**src/rtl/mem_arbiter_pkg.sv**
```systemverilog
// mem_arb_types: shared types for the memory-port arbiter.
//
// Contents:
//   arb_state_t  - arbiter FSM states (IDLE, SERVE_I, SERVE_D, DONE)
//   requester_t  - identity of a port owner, used for round-robin history
//   mem_op_t     - operation recorded at grant time and replayed on the pmem port
//   Grant*       - encodings of the 2-bit grant output
package mem_arb_types;

  typedef enum logic [1:0] {
    IDLE    = 2'd0,
    SERVE_I = 2'd1,
    SERVE_D = 2'd2,
    DONE    = 2'd3
  } arb_state_t;

  typedef enum logic {
    ICACHE = 1'b0,
    DCACHE = 1'b1
  } requester_t;

  typedef enum logic {
    OP_READ  = 1'b0,
    OP_WRITE = 1'b1
  } mem_op_t;

  localparam logic [1:0] GrantNone = 2'b00;
  localparam logic [1:0] GrantI    = 2'b01;
  localparam logic [1:0] GrantD    = 2'b10;

endpackage

```
**src/rtl/mem_arbiter.sv**
```systemverilog
// mem_arbiter: shares one line-sized physical-memory port between the I-cache
// fill path and the D-cache fill/write-back path.
//
// One transaction is in flight at a time. A grant captures the winner's address
// (and write data for a D write-back) into local registers, so the pmem side never
// follows requester inputs after the grant. Ties are broken round-robin against the
// last owner; after reset the I-cache counts as last owner, so the D-cache wins the
// first tie. Every transaction ends with a single dead cycle (DONE) in which all
// requests are ignored, so a request still held in the cycle after its resp is not
// granted a second time.
//
// Ports:
//   clk, rst                 - clock (rising edge), asynchronous active-high reset
//   icache_read/_address     - I-cache fill request (level) and line address
//   icache_rdata/_resp       - fill data and one-cycle completion pulse
//   dcache_read/_write       - D-cache fill / write-back requests (level)
//   dcache_address/_wdata    - D-cache line address and write-back data
//   dcache_rdata/_resp       - fill data and one-cycle completion pulse
//   pmem_read/_write         - memory strobes, held until pmem_resp
//   pmem_address/_wdata      - registered transaction address and write data
//   pmem_rdata/_resp         - memory read data and completion pulse
//   grant                    - current owner: 00 none, 01 I-cache, 10 D-cache
module mem_arbiter
  import mem_arb_types::*;
#(
  parameter int unsigned ADDR_WIDTH = 32,
  parameter int unsigned LINE_WIDTH = 256
) (
  input  logic                  clk,
  input  logic                  rst,

  input  logic                  icache_read,
  input  logic [ADDR_WIDTH-1:0] icache_address,
  output logic [LINE_WIDTH-1:0] icache_rdata,
  output logic                  icache_resp,

  input  logic                  dcache_read,
  input  logic                  dcache_write,
  input  logic [ADDR_WIDTH-1:0] dcache_address,
  input  logic [LINE_WIDTH-1:0] dcache_wdata,
  output logic [LINE_WIDTH-1:0] dcache_rdata,
  output logic                  dcache_resp,

  output logic                  pmem_read,
  output logic                  pmem_write,
  output logic [ADDR_WIDTH-1:0] pmem_address,
  output logic [LINE_WIDTH-1:0] pmem_wdata,
  input  logic [LINE_WIDTH-1:0] pmem_rdata,
  input  logic                  pmem_resp,

  output logic [1:0]            grant
);

  arb_state_t            state_q;
  requester_t            last_grant_q;
  mem_op_t               op_q;
  logic [ADDR_WIDTH-1:0] addr_q;
  logic [LINE_WIDTH-1:0] wdata_q;

  logic i_pending;
  logic d_pending;
  logic pick_d;
  logic serving;

  // D wins when it is the only requester, or on a tie when I owned the port last.
  always_comb begin
    i_pending = icache_read;
    d_pending = dcache_read | dcache_write;
    pick_d    = d_pending & (~i_pending | (last_grant_q == ICACHE));
  end

  always_ff @(posedge clk or posedge rst) begin
    if (rst) begin
      state_q      <= IDLE;
      last_grant_q <= ICACHE;
      op_q         <= OP_READ;
      addr_q       <= '0;
      wdata_q      <= '0;
    end else begin
      unique case (state_q)
        IDLE: begin
          if (pick_d) begin
            state_q      <= SERVE_D;
            last_grant_q <= DCACHE;
            addr_q       <= dcache_address;
            // A write-back outranks a fill if both are (illegally) raised together.
            if (dcache_write) begin
              op_q    <= OP_WRITE;
              wdata_q <= dcache_wdata;
            end else begin
              op_q    <= OP_READ;
            end
          end else if (i_pending) begin
            state_q      <= SERVE_I;
            last_grant_q <= ICACHE;
            addr_q       <= icache_address;
            op_q         <= OP_READ;
          end
        end
        // The transaction completes even if the requester dropped its level early.
        SERVE_I, SERVE_D: begin
          if (pmem_resp) begin
            state_q <= DONE;
          end
        end
        DONE: begin
          state_q <= IDLE;
        end
        default: begin
          state_q <= IDLE;
        end
      endcase
    end
  end

  // Strobes, address and data all derive from registers only.
  always_comb begin
    serving      = (state_q == SERVE_I) || (state_q == SERVE_D);
    pmem_read    = serving && (op_q == OP_READ);
    pmem_write   = serving && (op_q == OP_WRITE);
    pmem_address = addr_q;
    pmem_wdata   = wdata_q;
  end

  always_comb begin
    unique case (state_q)
      SERVE_I: grant = GrantI;
      SERVE_D: grant = GrantD;
      default: grant = GrantNone;
    endcase
  end

  // Completion is forwarded in the same cycle as pmem_resp; read data is not gated.
  always_comb begin
    icache_resp  = (state_q == SERVE_I) && pmem_resp;
    dcache_resp  = (state_q == SERVE_D) && pmem_resp;
    icache_rdata = pmem_rdata;
    dcache_rdata = pmem_rdata;
  end

`ifndef SYNTHESIS
  // Fill and write-back from the D-cache must never be requested together.
  a_dcache_rw_exclusive: assert property (@(posedge clk) disable iff (rst)
    !(dcache_read && dcache_write));

  // Memory must only complete while a transaction is outstanding.
  a_pmem_resp_in_serve: assert property (@(posedge clk) disable iff (rst)
    !(pmem_resp && !serving));
`endif

endmodule

```
**config.mk**
```make
export PLATFORM = sky130hd
export DESIGN_NAME = mem_arbiter
export DESIGN_NICKNAME = d
export VERILOG_FILES = /design/src/rtl/mem_arbiter_pkg.sv /design/src/rtl/mem_arbiter.sv
export SDC_FILE = /design/constraint.sdc
export NUM_CORES = 1
export LEC_CHECK = 0
export ABC_AREA = 0
export CAP_MARGIN = 20
export CORE_AREA = 3 3 538 540
export CTS_CLUSTER_SIZE = 8
export DETAILED_ROUTE_END_ITERATION = 10
export DIE_AREA = 0 0 541 543
export GPL_ROUTABILITY_DRIVEN = 0
export SYNTH_ARGS = -nofsm -noshare
export SYNTH_HDL_FRONTEND = slang
export SYNTH_SLANG_ARGS = --single-unit
```
**constraint.sdc**
```tcl
create_clock -name clk -period 8.8 [get_ports clk]
set_input_delay 1.32 -clock clk [delete_from_list [all_inputs] [get_ports clk]]
set_output_delay 1.32 -clock clk [all_outputs]
set_load 0.05 [all_outputs]
```
## Word level (Yosys, flattened, before mapping)

Cells that the tools add are included.

- Input port bits: 582
- Output and inout port bits: 806
- Word-level logic and storage cells: 38
- Flip-flop bits (word level): 292

- Multiplexer cells: 11
- Reductions and logical operators: 11
- Bitwise logic cells: 6
- Equality and inequality tests: 5

Operators with widths:

| kind | number |
|---|---|
| 32-bit two-way mux | 2 |
| 2-bit two-way mux | 3 |
| 2-bit case mux with 3 select lines | 1 |
| 2-bit == test, second input constant | 2 |
| 1-bit logical AND | 4 |
| 1-bit two-way mux | 4 |
| 2-bit case mux with 2 select lines | 1 |
| 2-bit AND reduction | 2 |
| 3-bit inequality test, second input constant | 1 |
| 1-bit inverter | 3 |
| 3-bit AND reduction | 1 |
| 2-bit by 1-bit == test with 1-bit output, second input constant | 1 |
| 2-bit logical NOT | 1 |
| 2-bit inequality test, second input constant | 1 |
| 1-bit OR | 2 |
| 2-bit nonzero test | 1 |
| 2-bit OR reduction | 1 |
| 1-bit bitwise AND | 1 |
| 1-bit logical OR | 1 |

## Depth between registers and ports, before layout

- Word-level depth: 5
- Mapped depth: 7
- Mapped depth without buffers: 5

## Worst setup path before layout

No wires, ideal clock.

- Path kind: input to output
- Start: input port pmem_resp
- End: output port dcache_resp
- Cell stages on the path: 1
- Data arrival time: 1,732 ps
- Data required time: 7,480 ps
- Slack: 5,748 ps
- Path buffers: 0
- Cells stage by stage: and2_1

- Cells in the longest elaborated chain, start to end: 1

RTL lines:

| what | line | source |
|---|---|---|
| start, declared | mem_arbiter.sv:49 | `input logic pmem_resp,` |
| 1-bit logical AND | mem_arbiter.sv:136 | `dcache_resp = (state_q == SERVE_D) && pmem_resp;` |
| end, declared | mem_arbiter.sv:42 | `output logic dcache_resp,` |

No other way between the ends.

## Worst setup path after layout

Same ends and word-level chain as after synthesis.

==> impl_results.md <==
- Tmin final: 4590 ps
- Most frequent cell after synthesis: buf_4
- Via count: 10,200
- Worst-Margin Slew: 1050 ps
- Hold Crit Depth: 1
- Fmax: 218 MHz
- #FFs+latches synth: 292
- Endpoint class of the critical path: primary output
- Worst IR drop on VDD: 220 µV
- Die Wd: 541 µm
- Worst Setup SP: pmem_resp
- Die area: 294,000 µm²
- DIE HEIGHT: 543 µm
- Core area: 285,000 µm²
- FF-to-FF Start: state_q[0]
- Clk buf depth: 3
- Number of flops mapped to enable cells by yosys: 0
- Status: finished clean
- Footprint of the multi-input gates: 3730 µm²
- Total clock sinks: 292
- TritonCTS Buffers: 51
- Final setup violation count: 0
- Area Overhead vs Synth: 56.6%
- Hpwl dp: 143,000 µm
- Post-Syn Area: 15,200 µm²
- Area leader, netlist: dfrtp_1
- Root buf cell: clkbuf_16
- Critical path arrival: 3270 ps
- Normalized max-slew margin: 0.300
- Max FO, Critical Path: 3
- Via density: 1.97
- Worst clock skew: 23.9 ps
- Total of max-cap violations: 0
- Remaining Overflow, GRT: 0
- Post-Syn Instances: 1,222
- CP Class: input pin to primary output
- Antenna violations before repair: 131
- Fin crit share: 0.522
- CTS clk-pin slew, worst paths: 50 ps
- Antenna-violating nets left: 0
- WHS Endpoint: pmem_wdata[159]
- Fin. Hold Viols: 0
- Post-CTS Resized: 0
- Flop2flop setup slack: 5820 ps
- DRT Wirelength: 159,000 µm
- CTS tree: yes
- Routed wire per std cell: 30.6 µm
- PortBufs: 619
- RSZ-0062 raised after global routing: false
- Pwr dens: 459 nW/µm²
- Count of different cell masters after synthesis: 24
- HP Start: pmem_wdata[159]
- Hold-fix buffers, CTS: 0
- Clock latency on the worst-skew pair: 670 ps
- Final #Nets: 1,943
- Register area share after synthesis: 0.480
- Synth top area share: 0.480
- Row count: 196
- Filler instances: 32,900
- Hold WC Path Type: flop to flop
- R2r endpoint: pmem_wdata[11]
- Fin Setup TNS: 0 ps
- Leak: 8.25 nW
- DRT iter0 DRCs: 430
- DRT Pass-1 Iters: 5
- Total GRT Usage: 0.104
- Worst r2r path cells: 6
- Synth async-reset ratio: 1.00
- Largest net degree at the start of global routing: 111
- Initial Utilization: 0.0535
- Top cells by area, synth: dfrtp_1 48%, buf_4 25%, mux2_1 16%
- Syn Nets: 1,810
- Min Hold Slack: 480 ps
- # IOs: 1,388
- Synth Area per Inst: 12.5 µm²
- First-pass GRT wire length: 184,000 µm
- Share of post-route cells with drive strength above 1: 0.0933
- Top_reg_cell synth: dfrtp_1
- DRC: 0
- Setup Buffers After CTS: 0
- Synth cell count leaders: 515 x buf_4, 292 x dfrtp_1, 219 x mux2_1
- Vias in the first global route: 10,900
- Synth warnings: 0
- Startpoint Class: input pin
- Register Area: 7310 µm²
- CTS H-Tree Depth: 2
- Worst Path Required: 7480 ps
- Max-slew violations: 0
[registers in the layout, summed over array words and instances (netlist names)]
signal and count:
pmem_address 32, state_q 2, op_q 1, last_grant_q 1, pmem_wdata 256
[layer usage]
metal	share of wire	vias to the layer above	wire (µm)	global-route usage
li1	-	3840	-	-
met1	0.31	4682	48500	0.0933
met2	0.41	1175	65400	0.154
met3	0.23	521	36900	0.108
met4	0.049	0	7790	0.0410
met5	0	-	0	0.000986
[cells by family (layout without fill, tap and decap cells)]
kind of cell               after synthesis  count (layout)  synth area share
muxes                                  291             291             0.212
AOI/OAI and AO/OA                       40              40            0.0154
and+or+nand+nor                         40              40            0.0108
other                                    0              32                 0
adders and majority gates                6               6           0.00493
buffers and inverters                  553             714             0.277
DFF                                    292             292             0.480
[layout make-up]
| type | count | share of cell area |
|---|---|---|
| antenna | 32 | 0.00335 |
| clock buffer | 65 | 0.0591 |
| clock inverter | 16 | 0.0127 |
| inverter | 3 | 0.000629 |
| multi-input combinational | 377 | 0.156 |
| sequential | 292 | 0.306 |
| tap | 3762 | 0.197 |
| timing repair buffer | 630 | 0.264 |
[cell usage in the layout (no fill, tap or decap), types with 2 or more instances in the layout]
cell type,count
mux2_2,38
nor2b_1,2
bufinv_16,8
buf_12,3
clkbuf_8,6
inv_1,2
clkbuf_16,52
mux2_1,219
nand2_1,33
clkinv_2,3
dfrtp_1,292
clkinvlp_4,3
clkdlybuf4s50_1,617
ha_1,6
and2_1,3
diode_2,32
mux2i_1,34
buf_4,10
o21ai_0,32
clkbuf_1,7
a21oi_1,2
[how the worst max path moves through the flow]
stage	endpoint	cells after the start	slack, ps
final	dcache_resp	3	4210
after global routing	dcache_resp	3	4140
after CTS	dcache_resp	3	4110
after detailed placement	dcache_resp	3	4110
after global placement	dcache_resp	3	4110
after floorplan	last_grant_q	1	3600
[stage by stage]
stage	instance area (µm²)	worst slack [ps]	std cells	total power, mW	util
after floorplan	15200	3600	1222	6.27	-
after global placement	22100	4110	5064	8.94	0.0775
after detailed placement	22100	4110	5064	9.00	0.0775
after CTS	23800	4110	5145	11.3	0.0835
after global routing	23800	4140	5148	11.6	0.0835
final	23900	4210	5177	11.0	0.0838
[worst max-delay path, stage by stage]
cell and delay [ps]:
clkdlybuf4s50_1 790, and2_1 220, clkdlybuf4s50_1 920
[power by group]
part	internal [mW]	total, mW	switching [mW]
clock	1.34	2.14	0.794
combinational	1.75	6.40	4.65
sequential	2.03	2.41	0.377
total	5.13	11.0	5.82
Note: power is estimated with default switching activity, not from simulation.
